$ cat config.mk
export PLATFORM = sky130hd
export DESIGN_NAME = nnrv_mem_arb
export DESIGN_NICKNAME = d
export VERILOG_FILES = /design/src/rtl/nnrv_pkg.sv /design/src/rtl/nnrv_rr_arb.sv /design/src/rtl/nnrv_mem_arb.sv
export SDC_FILE = /design/constraint.sdc
export NUM_CORES = 1
export LEC_CHECK = 0
export BUFFER_PORTS_ARGS = -buffer_cell sky130_fd_sc_hd__buf_4
export CORE_AREA = 8 8 143 145
export DETAILED_ROUTE_END_ITERATION = 10
export DIE_AREA = 0 0 151 153
export SLEW_MARGIN = 10
export SYNTH_ARGS = -nofsm -noshare
export SYNTH_HDL_FRONTEND = slang
export SYNTH_SLANG_ARGS = --single-unit
$ cat constraint.sdc
create_clock -name i_clk -period 1.2 [get_ports i_clk]
set_input_delay 0.24 -clock i_clk [delete_from_list [all_inputs] [get_ports i_clk]]
set_output_delay 0.24 -clock i_clk [all_outputs]
set_load 0.1 [all_outputs]
$ cat src/rtl/nnrv_pkg.sv
// Shared constants and helpers for the nnrv memory-arbiter slice.
package nnrv_pkg;

    // Arbitration modes
    localparam int unsigned PRIO_FIXED = 0;
    localparam int unsigned PRIO_RR    = 1;

    // Index width that stays legal for a single-channel build
    function automatic int unsigned ptr_width(input int unsigned n);
        return (n > 1) ? $clog2(n) : 1;
    endfunction

endpackage

$ cat src/rtl/nnrv_rr_arb.sv
// Request arbiter: fixed priority (channel 0 highest) or round-robin with a
// priority pointer that moves past the last granted channel.
module nnrv_rr_arb
    import nnrv_pkg::*;
#(
    parameter int unsigned NCH  = 2,
    parameter int unsigned MODE = PRIO_FIXED,
    localparam int unsigned IW  = ptr_width(NCH)
) (
    input  logic           clk,
    input  logic           rst_n,
    input  logic [NCH-1:0] req,
    input  logic           advance,
    output logic [NCH-1:0] grant,
    output logic [IW-1:0]  grant_idx
);

    logic [IW-1:0] rr_ptr;
    logic [IW-1:0] next_ptr;
    int unsigned   start_pos;
    int unsigned   cand;
    logic          found;

    // Search upward from the start position, wrapping at NCH
    always_comb begin
        grant     = '0;
        grant_idx = '0;
        found     = 1'b0;
        cand      = 0;
        start_pos = (MODE == PRIO_RR) ? 32'(rr_ptr) : 0;
        for (int unsigned k = 0; k < NCH; k++) begin
            cand = start_pos + k;
            if (cand >= NCH) begin
                cand = cand - NCH;
            end
            if (!found && req[cand]) begin
                found       = 1'b1;
                grant[cand] = 1'b1;
                grant_idx   = IW'(cand);
            end
        end
    end

    // Next pointer is one past the winner, modulo NCH
    always_comb begin
        next_ptr = (32'(grant_idx) >= NCH - 1) ? '0 : grant_idx + IW'(1);
    end

    // Pointer advances only on a completed transfer
    always_ff @(posedge clk or negedge rst_n) begin
        if (!rst_n) begin
            rr_ptr <= '0;
        end else if (MODE == PRIO_RR && advance) begin
            rr_ptr <= next_ptr;
        end
    end

endmodule

$ cat src/rtl/nnrv_mem_arb.sv
// N-channel arbiter in front of a single-port byte-masked RAM. Grants are
// combinational; each transfer returns a tagged one-cycle response pulse.
module nnrv_mem_arb
    import nnrv_pkg::*;
#(
    parameter int unsigned NCH        = 2,
    parameter int unsigned XLEN       = 64,
    parameter int unsigned ADDR_WIDTH = 10,
    parameter int unsigned MASK_WIDTH = XLEN / 8,
    parameter int unsigned PRIO_MODE  = PRIO_FIXED
) (
    input  logic                       i_clk,
    input  logic                       i_rst_n,
    input  logic [NCH-1:0]             i_req_valid,
    output logic [NCH-1:0]             o_req_ready,
    input  logic [NCH-1:0]             i_req_we,
    input  logic [NCH*ADDR_WIDTH-1:0]  i_req_addr,
    input  logic [NCH*MASK_WIDTH-1:0]  i_req_mask,
    input  logic [NCH*XLEN-1:0]        i_req_wdata,
    output logic [NCH-1:0]             o_rsp_valid,
    output logic [XLEN-1:0]            o_rsp_rdata,
    output logic                       o_ram_en,
    output logic                       o_ram_we,
    output logic [ADDR_WIDTH-1:0]      o_ram_addr,
    output logic [MASK_WIDTH-1:0]      o_ram_mask,
    output logic [XLEN-1:0]            o_ram_wdata,
    input  logic [XLEN-1:0]            i_ram_rdata
);

    localparam int unsigned IW = ptr_width(NCH);

    logic                  run_q;
    logic [NCH-1:0]        req_gated;
    logic [NCH-1:0]        grant;
    logic [IW-1:0]         grant_idx;
    logic                  xfer;
    logic [31:0]           sel;
    logic                  sel_we;
    logic [ADDR_WIDTH-1:0] sel_addr;
    logic [MASK_WIDTH-1:0] sel_mask;
    logic [XLEN-1:0]       sel_wdata;
    logic [NCH-1:0]        rsp_valid_q;
    logic                  rsp_we_q;
    logic [MASK_WIDTH-1:0] rsp_mask_q;
    logic [XLEN-1:0]       rd_mask;

    // Run flag keeps grants off until the first edge after reset release
    always_ff @(posedge i_clk or negedge i_rst_n) begin
        if (!i_rst_n) begin
            run_q <= 1'b0;
        end else begin
            run_q <= 1'b1;
        end
    end

    assign req_gated = i_req_valid & {NCH{run_q}};

    nnrv_rr_arb #(
        .NCH  (NCH),
        .MODE (PRIO_MODE)
    ) u_arb (
        .clk       (i_clk),
        .rst_n     (i_rst_n),
        .req       (req_gated),
        .advance   (xfer),
        .grant     (grant),
        .grant_idx (grant_idx)
    );

    // A grant is only ever issued to a valid channel, so grant implies transfer
    assign xfer        = |grant;
    assign o_req_ready = grant;

    // Payload mux from the granted channel's slices
    always_comb begin
        sel       = 32'(grant_idx);
        sel_we    = i_req_we[sel];
        sel_addr  = i_req_addr[sel*ADDR_WIDTH +: ADDR_WIDTH];
        sel_mask  = i_req_mask[sel*MASK_WIDTH +: MASK_WIDTH];
        sel_wdata = i_req_wdata[sel*XLEN +: XLEN];
    end

    // RAM command, held at zero whenever there is no transfer
    always_comb begin
        o_ram_en    = xfer;
        o_ram_we    = xfer & sel_we;
        o_ram_addr  = xfer ? sel_addr : '0;
        o_ram_mask  = xfer ? sel_mask : '0;
        o_ram_wdata = xfer ? sel_wdata : '0;
    end

    // Response tag: owning channel, write flag and mask of the transfer
    always_ff @(posedge i_clk or negedge i_rst_n) begin
        if (!i_rst_n) begin
            rsp_valid_q <= '0;
            rsp_we_q    <= 1'b0;
            rsp_mask_q  <= '0;
        end else begin
            rsp_valid_q <= grant;
            rsp_we_q    <= xfer & sel_we;
            rsp_mask_q  <= xfer ? sel_mask : '0;
        end
    end

    // Expand the registered byte mask to bit granularity
    always_comb begin
        rd_mask = '0;
        for (int unsigned b = 0; b < MASK_WIDTH; b++) begin
            rd_mask[b*8 +: 8] = {8{rsp_mask_q[b]}};
        end
    end

    // Read data is masked; writes and idle cycles return zero
    always_comb begin
        o_rsp_valid = rsp_valid_q;
        o_rsp_rdata = ((|rsp_valid_q) && !rsp_we_q) ? (i_ram_rdata & rd_mask) : '0;
    end

endmodule

[Word level (Yosys, flattened, before mapping)]
Index checks and enable logic that the tools add are counted.
Operators by class
  reductions and logical operators: 6
  muxes and demuxes: 8
  equal/unequal tests: 0
  shift-type cells: 3
  add/sub/neg operators: 0
  bitwise logic cells: 3
  divide/modulo/power cells: 0
  multiply operators: 1
  $lt $le $gt $ge: 1
Operator list (number)
  64-bit two-way mux: 2
  128-bit by 8-bit variable part select with 64-bit output: 1
  64-bit AND: 1
  20-bit by 6-bit variable part select with 10-bit output: 1
  16-bit by 5-bit variable part select with 8-bit output: 1
  10-bit two-way mux: 1
  8-bit two-way mux: 1
  1-bit by 3-bit multiplier with 4-bit output, second input constant: 1
  1-bit two-way mux: 4
  2-bit OR reduction: 2
  2-bit AND: 1
  1-bit logical AND: 2
  1-bit zero test: 2
  1-bit by 2-bit < comparator with 1-bit output, second input constant: 1
  1-bit AND: 1
Storage, ports and cells
  ROM bits: 0
  word-level logic and storage cells: 26
  input port bits: 234
  bits in latches: 0
  memories kept: 0
  output and inout bits: 152
  memory bits (writable): 0
  register bits: 12

[Logic depth before layout (Yosys ltp)]
Gate-level depths: netlist of run 1.
  depth in word-level cells: 8
  mapped depth: 5
  mapped depth without buffers: 2

[Hierarchy]
From an unflattened synthesis of run 1, not the netlist that was laid out.
Unflattened totals
  cell total of the unflattened synthesis: 291
  area total of the unflattened synthesis: 2293.4 um^2
By module, submodules not included
  nnrv_mem_arb: area each 2264.7 um^2, cells each 288, times used 1, sequential area each 300.3 um^2
  nnrv_rr_arb: area each 28.8 um^2, cells each 3, times used 1, sequential area each 0.0 um^2

[Worst setup path after synthesis of run 1]
Ideal clock, no wire load.
  kind: flip-flop to output port
  start point: register rsp_valid_q[1] (netlist: o_rsp_valid[1])
  end point: output o_rsp_rdata[10]
  data arrival time: 3.553 ns
  cell stages (with the launch flop): 4
  buffers on the path: 1
  required time: 0.960 ns
  setup slack: -2.593 ns
  cell sequence: dfrtp_1 -> nor2_2 -> buf_2 -> nor3b_1
On the way
  word-level cells in the longest chain between the ends: 3
RTL lines
  start, declared: line nnrv_mem_arb.sv:42  | logic [NCH-1:0] rsp_valid_q;
  start signal, assigned: line nnrv_mem_arb.sv:99  | rsp_valid_q <= grant;
  2-bit OR reduction: line nnrv_mem_arb.sv:116  | o_rsp_rdata = ((|rsp_valid_q) && !rsp_we_q) ? (i_ram_rdata & rd_mask) : '0;
  1-bit logical AND: line nnrv_mem_arb.sv:116
  64-bit two-way mux: line nnrv_mem_arb.sv:116
  end, declared: line nnrv_mem_arb.sv:21  | output logic [XLEN-1:0] o_rsp_rdata,
Every way passes these cells.

[Worst setup path after layout of run 1]
  start point: register rsp_we_q
  end point: output o_rsp_rdata[46]
On the way
  word-level cells in the longest chain between the ends: 3
RTL lines
  start, declared: line nnrv_mem_arb.sv:43  | logic rsp_we_q;
  start signal, assigned: line nnrv_mem_arb.sv:100  | rsp_we_q <= xfer & sel_we;
  1-bit zero test: line nnrv_mem_arb.sv:116
  1-bit logical AND: line nnrv_mem_arb.sv:116
  64-bit two-way mux: line nnrv_mem_arb.sv:116
Every way passes these cells.

==> out/qor.yml, run 1 <==
synth:
  netlist_area_sq_mm: 0.002287
  syn_inst: 391
  seq_area_frac_synth_pct: 13.13
  syn_area_per_cell_sq_um: 5.850
  synth-seq-cells: 12
  yosys-top-cells-area: "nor3b_1 (21%), nand3_1 (18%), o21ai_1 (18%)"
  synth_warnings: 0
  synth_cell_types: 17
  syn_nets: 625
  synth_area_leader_cell: "nor3b_1"
  synth_top_area_share_pct: 21.01
  async_reset_ff_share_pct: 100.0
  ys_dominant_reg_cell: "dfrtp_1"
  synth_edf_count: 0
sta:
  rsz0062_at_grt: "yes"
  final-hold-violation-count: 0
  drv_slew: 0
  skew_ns: 0.005940
  finalWorstSetupSlack_ns: -0.5599
  clock.fmax_mhz: 568.2
  setup_violations: 159
  min_period_over_period_pct: 146.7
  finalCriticalPeriod_ns: 1.760
critical_path:
  critPathKind: "register to output port"
  critPathSlowestCell: "dfrtp_2"
  cp.arrival_ns: 1.52
  cp_common_cell: "buf_12"
  cp_max_fo: 8
  rrSetupSlack_ns: -0.06
  crit_chain: "nand2b_4, buf_12, nor3b_4, buf_12"
  r2r_cells: 6
  worst_ep_required_time_ns: 0.96
  startpoint_type: "register"
  r2r_end: "rsp_mask_q[4]"
  r2r-start: "run_q"
  endpoint_kind: "output port"
  critPathMaxStageDelay_ns: 0.47
cts:
  cts_root_buf: "clkbuf_16"
  cts_buffer_depth: 2
  numCtsBuffers: 3
  tritoncts: "done"
  clk_latency_ns: 0.24
  htreeDepth: 1
  cts_sinks: 12
  path_clk_slew_ns: 0.05
drt:
  post_drt_wl_per_cell_microns: 21.38
  vias_per_cell: 4.500
  drt_iter0_markers: 146
  final_antenna_net_count: 0
  drt_wl_total_microns: 22510
  drcViolationCount: 0
  firstDrtPassIters: 4
  vias: 4738
placement:
  dpl.cell_count: 1026
  placed_cell_area_sq_mm: 0.007661
  io_buffers: 385
  post-place-ws_ns: -0.4142
  place_congestion: 0.7810
  dp_hpwl_microns: 16110
status:
  violations: "negative setup slack"
  status: "finished, violations left"
die:
  die_h_microns: 153
  rows: 50
  coreArea_sq_mm: 0.01827
  initial_core_util_pct: 12.52
  io_pins: 386
  die_area_sq_mm: 0.02310
  die_x_microns: 151
job:
  drv_cap: 0
layout:
  finish.instance_area_sq_mm: 0.01050
  synthToLayoutAreaGrowth_pct: 358.9
  layout.nets: 1054
  fill_cells: 1429
  diodes: 0
  drive_gt1_share_pct: 82.05
  stdcell_count: 1053
global_route:
  grtUsageTotal_pct: 17.35
  antenna_found_initial: 0
  overflow: 0
  grt_pass1_vias: 5387
  grt_pass1_wl_microns: 31630
  grt_max_degree: 31
min_path:
  min_delay_path_depth: 4
  worstHoldStart: "i_req_mask[5]"
  holdPathEnd: "rsp_mask_q[5]"
  hp-class: "primary input to register"
power_and_ir_drop:
  peakVddDrop_uv: 342.1
  p_leak_nw: 4.530
  powerDensity_mw_per_mm2: 592.6
[critical path: cells and delay by family, from the launching register on]
family	cells	cell delay, ns
simple gates	2	0.43
buf+inv	2	0.36
flops	1	0.47
[layer usage]
metal	track usage [%]	routed length, microns
met1	17.84	7805
met2	33.16	12210
met3	4.813	1991
met4	4.620	499
met5	0	0
[cell usage in the layout (no fill, tap or decap)]
master	synthesis	routed
buf_4	2	258
o21ai_4	0	81
buf_8	0	1
clkbuf_16	0	8
bufbuf_16	0	1
buf_12	0	187
inv_1	1	1
o21ai_2	0	2
buf_16	0	3
nand2_1	83	83
o21a_4	0	1
dfrtp_4	0	2
nor2_4	0	2
dfrtp_2	0	2
clkbuf_8	0	1
nand3_2	0	23
conb_1	1	1
dfrtp_1	12	8
dlygate4sd3_1	0	1
nand2b_4	0	9
nor3b_4	0	64
nand3_4	0	7
and2_4	0	1
nand3_1	83	53
buf_6	6	19
[kinds of logic (layout without fill, tap and decap cells)]
family	after synthesis	count (layout)	share of synthesized area [%]
simple gates	242	242	55.96
compound gates	84	84	18.49
buf+inv	52	480	12.25
flops	12	12	13.13
other cells	1	1	0.1640
[worst max-delay path by stage]
stage / from / endpoint / slack, ns
2_1_floorplan: run_q / rsp_mask_q[1] / -1.20
3_3_place_gp: rsp_we_q / o_rsp_rdata[15] / -0.39
3_5_place_dp: run_q / o_ram_mask[2] / -0.41
4_1_cts: rsp_we_q / o_rsp_rdata[46] / -0.55
5_1_grt: run_q / o_ram_wdata[29] / -0.60
6_report: rsp_we_q / o_rsp_rdata[46] / -0.56
[state kept, by name, indices dropped and copies added, names as in the netlist]
| name | count |
|---|---|
| rsp_mask_q | 8 |
| run_q | 1 |
| o_rsp_valid | 2 |
| rsp_we_q | 1 |
[synthesized netlist by cell type, types with 2 or more instances]
library cell	instances
nand2_1	83
nand3_1	83
o21ai_1	83
nor3b_1	64
buf_2	26
clkbuf_1	16
dfrtp_1	12
nand2b_1	9
buf_6	6
buf_4	2
[power by group]
group | switching, W | internal [W] | total, W
combinational | 0.00292 | 0.00216 | 0.00509
sequential | 0.0000254 | 0.000431 | 0.000457
clock | 0.000174 | 0.000503 | 0.000677
total | 0.00312 | 0.00310 | 0.00622
[final cells by class]
cell class	instances	area (sq um)	area share, %
tap	234	292.8	2.790
inverter	1	3.754	0.03577
clock buffer	4	88.84	0.8464
sequential	12	310.3	2.957
timing repair buffer	475	6160	58.69
multi-input combinational	327	3640	34.68
[per-stage QoR]
step | hold WS (ns) | TNS [ns] | power [W] | util, %
2_1_floorplan | -0.05559 | -105.46 | 0.003160 | -
3_3_place_gp | 0.09883 | -50.32 | 0.004504 | 41.94
3_5_place_dp | 0.1012 | -51.39 | 0.004522 | 41.94
4_1_cts | 0.3782 | -76.42 | 0.006027 | 54.79
5_1_grt | 0.3842 | -82.85 | 0.006426 | 57.45
6_report | 0.3638 | -75.62 | 0.006219 | 57.45
[what timing repair did]
item / 4_1_cts / 5_1_grt
setup buffers: 8 / 10
pin swaps: 24 / 18
resized for setup: 502 / 52
cloned: 2 / 7
hold buffers: 1 / 0
hold endpoints to repair: 12 / 0
endpoints found under the setup margin: 159 / 159
No activity file was read; power rests on OpenSTA's default activity.
==> inputs of run 2 (changes only) <==
--- a/config.mk
+++ b/config.mk
@@ -9,6 +9,7 @@
 export CORE_AREA = 8 8 143 145
 export DETAILED_ROUTE_END_ITERATION = 10
 export DIE_AREA = 0 0 151 153
+export GPL_TIMING_DRIVEN = 0
 export SLEW_MARGIN = 10
 export SYNTH_ARGS = -nofsm -noshare
 export SYNTH_HDL_FRONTEND = slang
==> run 2 against run 1 <==
The run still ends with negative setup slack left. Global-route usage is 0.063 points lower. Sequential power hardly changed. Die area stayed put. Combinational power is 5.9% lower. First-iteration DRC count is 1.4% higher. Critical endpoint is now o_ram_wdata[29]. Highest routed layer unchanged.
==> out/qor.yml, run 2 (same netlist as run 1, synthesis figures left out) <==
power_and_ir_drop:
  total_power_w: 0.005951  # was 0.006219 W
  peakVddDrop_uv: 365.8  # was 342.1 uV
  p_leak_nw: 4.256  # was 4.530 nW
  powerDensity_mw_per_mm2: 603.9  # was 592.6 mW/mm^2
drt:
  drcViolationCount: 0  # unchanged
  firstDrtPassIters: 4  # unchanged
  drt_iter0_markers: 148  # was 146
  final_antenna_net_count: 0  # unchanged
  drt_wl_total_microns: 21770  # was 22510 microns
  vias: 4613  # was 4738
  vias_per_cell: 4.470  # was 4.500
  post_drt_wl_per_cell_microns: 21.09  # was 21.38 microns
sta:
  skew_ns: 0.002676  # was 0.005940 ns
  finalWorstSetupSlack_ns: -0.5736  # was -0.5599 ns
  setup_violations: 158  # was 159
  drv_slew: 0  # unchanged
  clock.fmax_mhz: 563.8  # was 568.2 MHz
  tightest_slew_ns: 0.6741
  min_period_over_period_pct: 147.8  # was 146.7%
  relSlewSlack_pct: 55.06
  rsz0062_at_grt: "yes"  # unchanged
  final-hold-violation-count: 0  # unchanged
  finalCriticalPeriod_ns: 1.774  # was 1.760 ns
  timing.hold.ws_ns: 0.3204  # was 0.3638 ns
layout:
  largest_reg_flops: 8  # unchanged
  drive_gt1_share_pct: 78.82  # was 82.05%
  top_register: "rsp_mask_q"  # unchanged
  finish.instance_area_sq_mm: 0.009854  # was 0.01050 sq mm
  layout.nets: 1033  # was 1054
  synthToLayoutAreaGrowth_pct: 330.9  # was 358.9%
  layout_commonest_cell: "buf_4"  # unchanged
  post-route-util_pct: 53.95  # was 57.45%
  diodes: 0  # unchanged
  final_cell_mix: "buf_4 (247), buf_12 (167), nand2_1 (83), o21ai_4 (83), nand3_1 (72)"  # was buf_4 (258), buf_12 (187), nand2_1 (83)
die:
  coreArea_sq_mm: 0.01827  # unchanged
  die_area_sq_mm: 0.02310  # unchanged
  io_pins: 386  # unchanged
  die_h_microns: 153  # unchanged
  initial_core_util_pct: 12.52  # unchanged
  die_x_microns: 151  # unchanged
  rows: 50  # unchanged
placement:
  placed_cell_area_sq_mm: 0.007123  # was 0.007661 sq mm
  place_congestion: 0.8111  # was 0.7810
  io_buffers: 384  # was 385
  post-place-ws_ns: -0.6748  # was -0.4142 ns
  dp_hpwl_microns: 16560  # was 16110 microns
cts:
  cts_buffer_depth: 2  # unchanged
  htreeDepth: 1  # unchanged
  tritoncts: "done"  # unchanged
  numCtsBuffers: 3  # unchanged
  cts_root_buf: "clkbuf_16"  # unchanged
  cts_sinks: 12  # unchanged
  path_clk_slew_ns: 0.05  # about the same
  clk_latency_ns: 0.24  # about the same
status:
  violations: "negative setup slack"  # unchanged
  status: "finished, violations left"  # unchanged
global_route:
  antenna_found_initial: 0  # unchanged
  overflow: 0  # unchanged
  grt_max_degree: 13  # was 31
  grt_pass1_wl_microns: 31490  # was 31630 microns
  grt_pass1_vias: 5231  # was 5387
  grtUsageTotal_pct: 17.29  # was 17.35%
critical_path:
  critPathKind: "register to output port"  # unchanged
  cp_max_fo: 10  # was 8
  cp.arrival_ns: 1.53  # was 1.52 ns
  startpoint_type: "register"  # unchanged
  endpoint_kind: "output port"  # unchanged
  worst_ep_required_time_ns: 0.96  # about the same
job:
  drv_cap: 0  # unchanged
min_path:
  hp-class: "primary input to register"  # unchanged
[run 2: changes by cell type in the layout (fill, tap and decap cells not counted), moves of 5 or more]
cell and delta:
nand3_2 -14, buf_12 -20, nand3_1 +19, nand3_4 -5, buf_4 -11, buf_2 +13, buf_6 -9
[run 2: power breakdown]
part	leakage, nW	internal, W	switching [W]
clock network	0.0442	0.000505	0.000193
registers	0.151	0.000431	0.0000285
logic	4.06	0.00196	0.00284
[run 2: routing by layer]
layer / wire length, microns / up-vias / GRT usage, %
met5: 0 / - / 0
met4: 293 / 0 / 3.112
met3: 1904 / 18 / 5.314
met2: 11730 / 227 / 32.92
met1: 7836 / 2186 / 18.11
li1: - / 2182 / -
[run 2: critical path, cell delays in order, from the launching register on]
cell      delay (ns)
dfrtp_2         0.45
nand2b_4        0.11
buf_12          0.17
buf_12          0.16
o21ai_4         0.18
buf_12          0.20
[run 2: cell type report]
| class | instances | area [sq um] |
|---|---|---|
| repair buffers | 409 | 5110 |
| plain buffers | 45 | 526.8 |
| multi-input cells | 327 | 3522 |
| clock buffers | 4 | 88.84 |
| well taps | 234 | 292.8 |
| flip-flops and latches | 12 | 310.3 |
| fillers | 1532 | 8413 |
| inverters | 1 | 3.754 |
[run 2: repair_timing]
action                                  4_1_cts  5_1_grt
setup buffers                                 9       10
hold buffers                                  1        0
pin swaps                                    27       22
endpoints found under the setup margin      162      158
hold endpoints to repair                     12        0
gates resized for setup                     549       35
gates cloned                                  2        3
[run 2: through the flow]
step	cells	TNS (ns)
floorplan	391	-105.46
global placement	1009	-89.65
detailed placement	1009	-90.22
CTS	1025	-80.57
global route	1032	-88.03
finish	1032	-78.57
[run 2: final timing paths]
check	start	to	slack (ns)	cells past startpoint
max	run_q	o_ram_wdata[29]	-0.57	5
min	i_req_mask[10]	rsp_mask_q[2]	0.32	3
max reg2reg	run_q	rsp_mask_q[4]	-0.08	5
min reg2reg	run_q	o_rsp_valid[0]	0.95	3
max in group asynchronous	i_rst_n	o_rsp_valid[1]	0.59	2
min in group asynchronous	i_rst_n	rsp_mask_q[2]	0.41	2
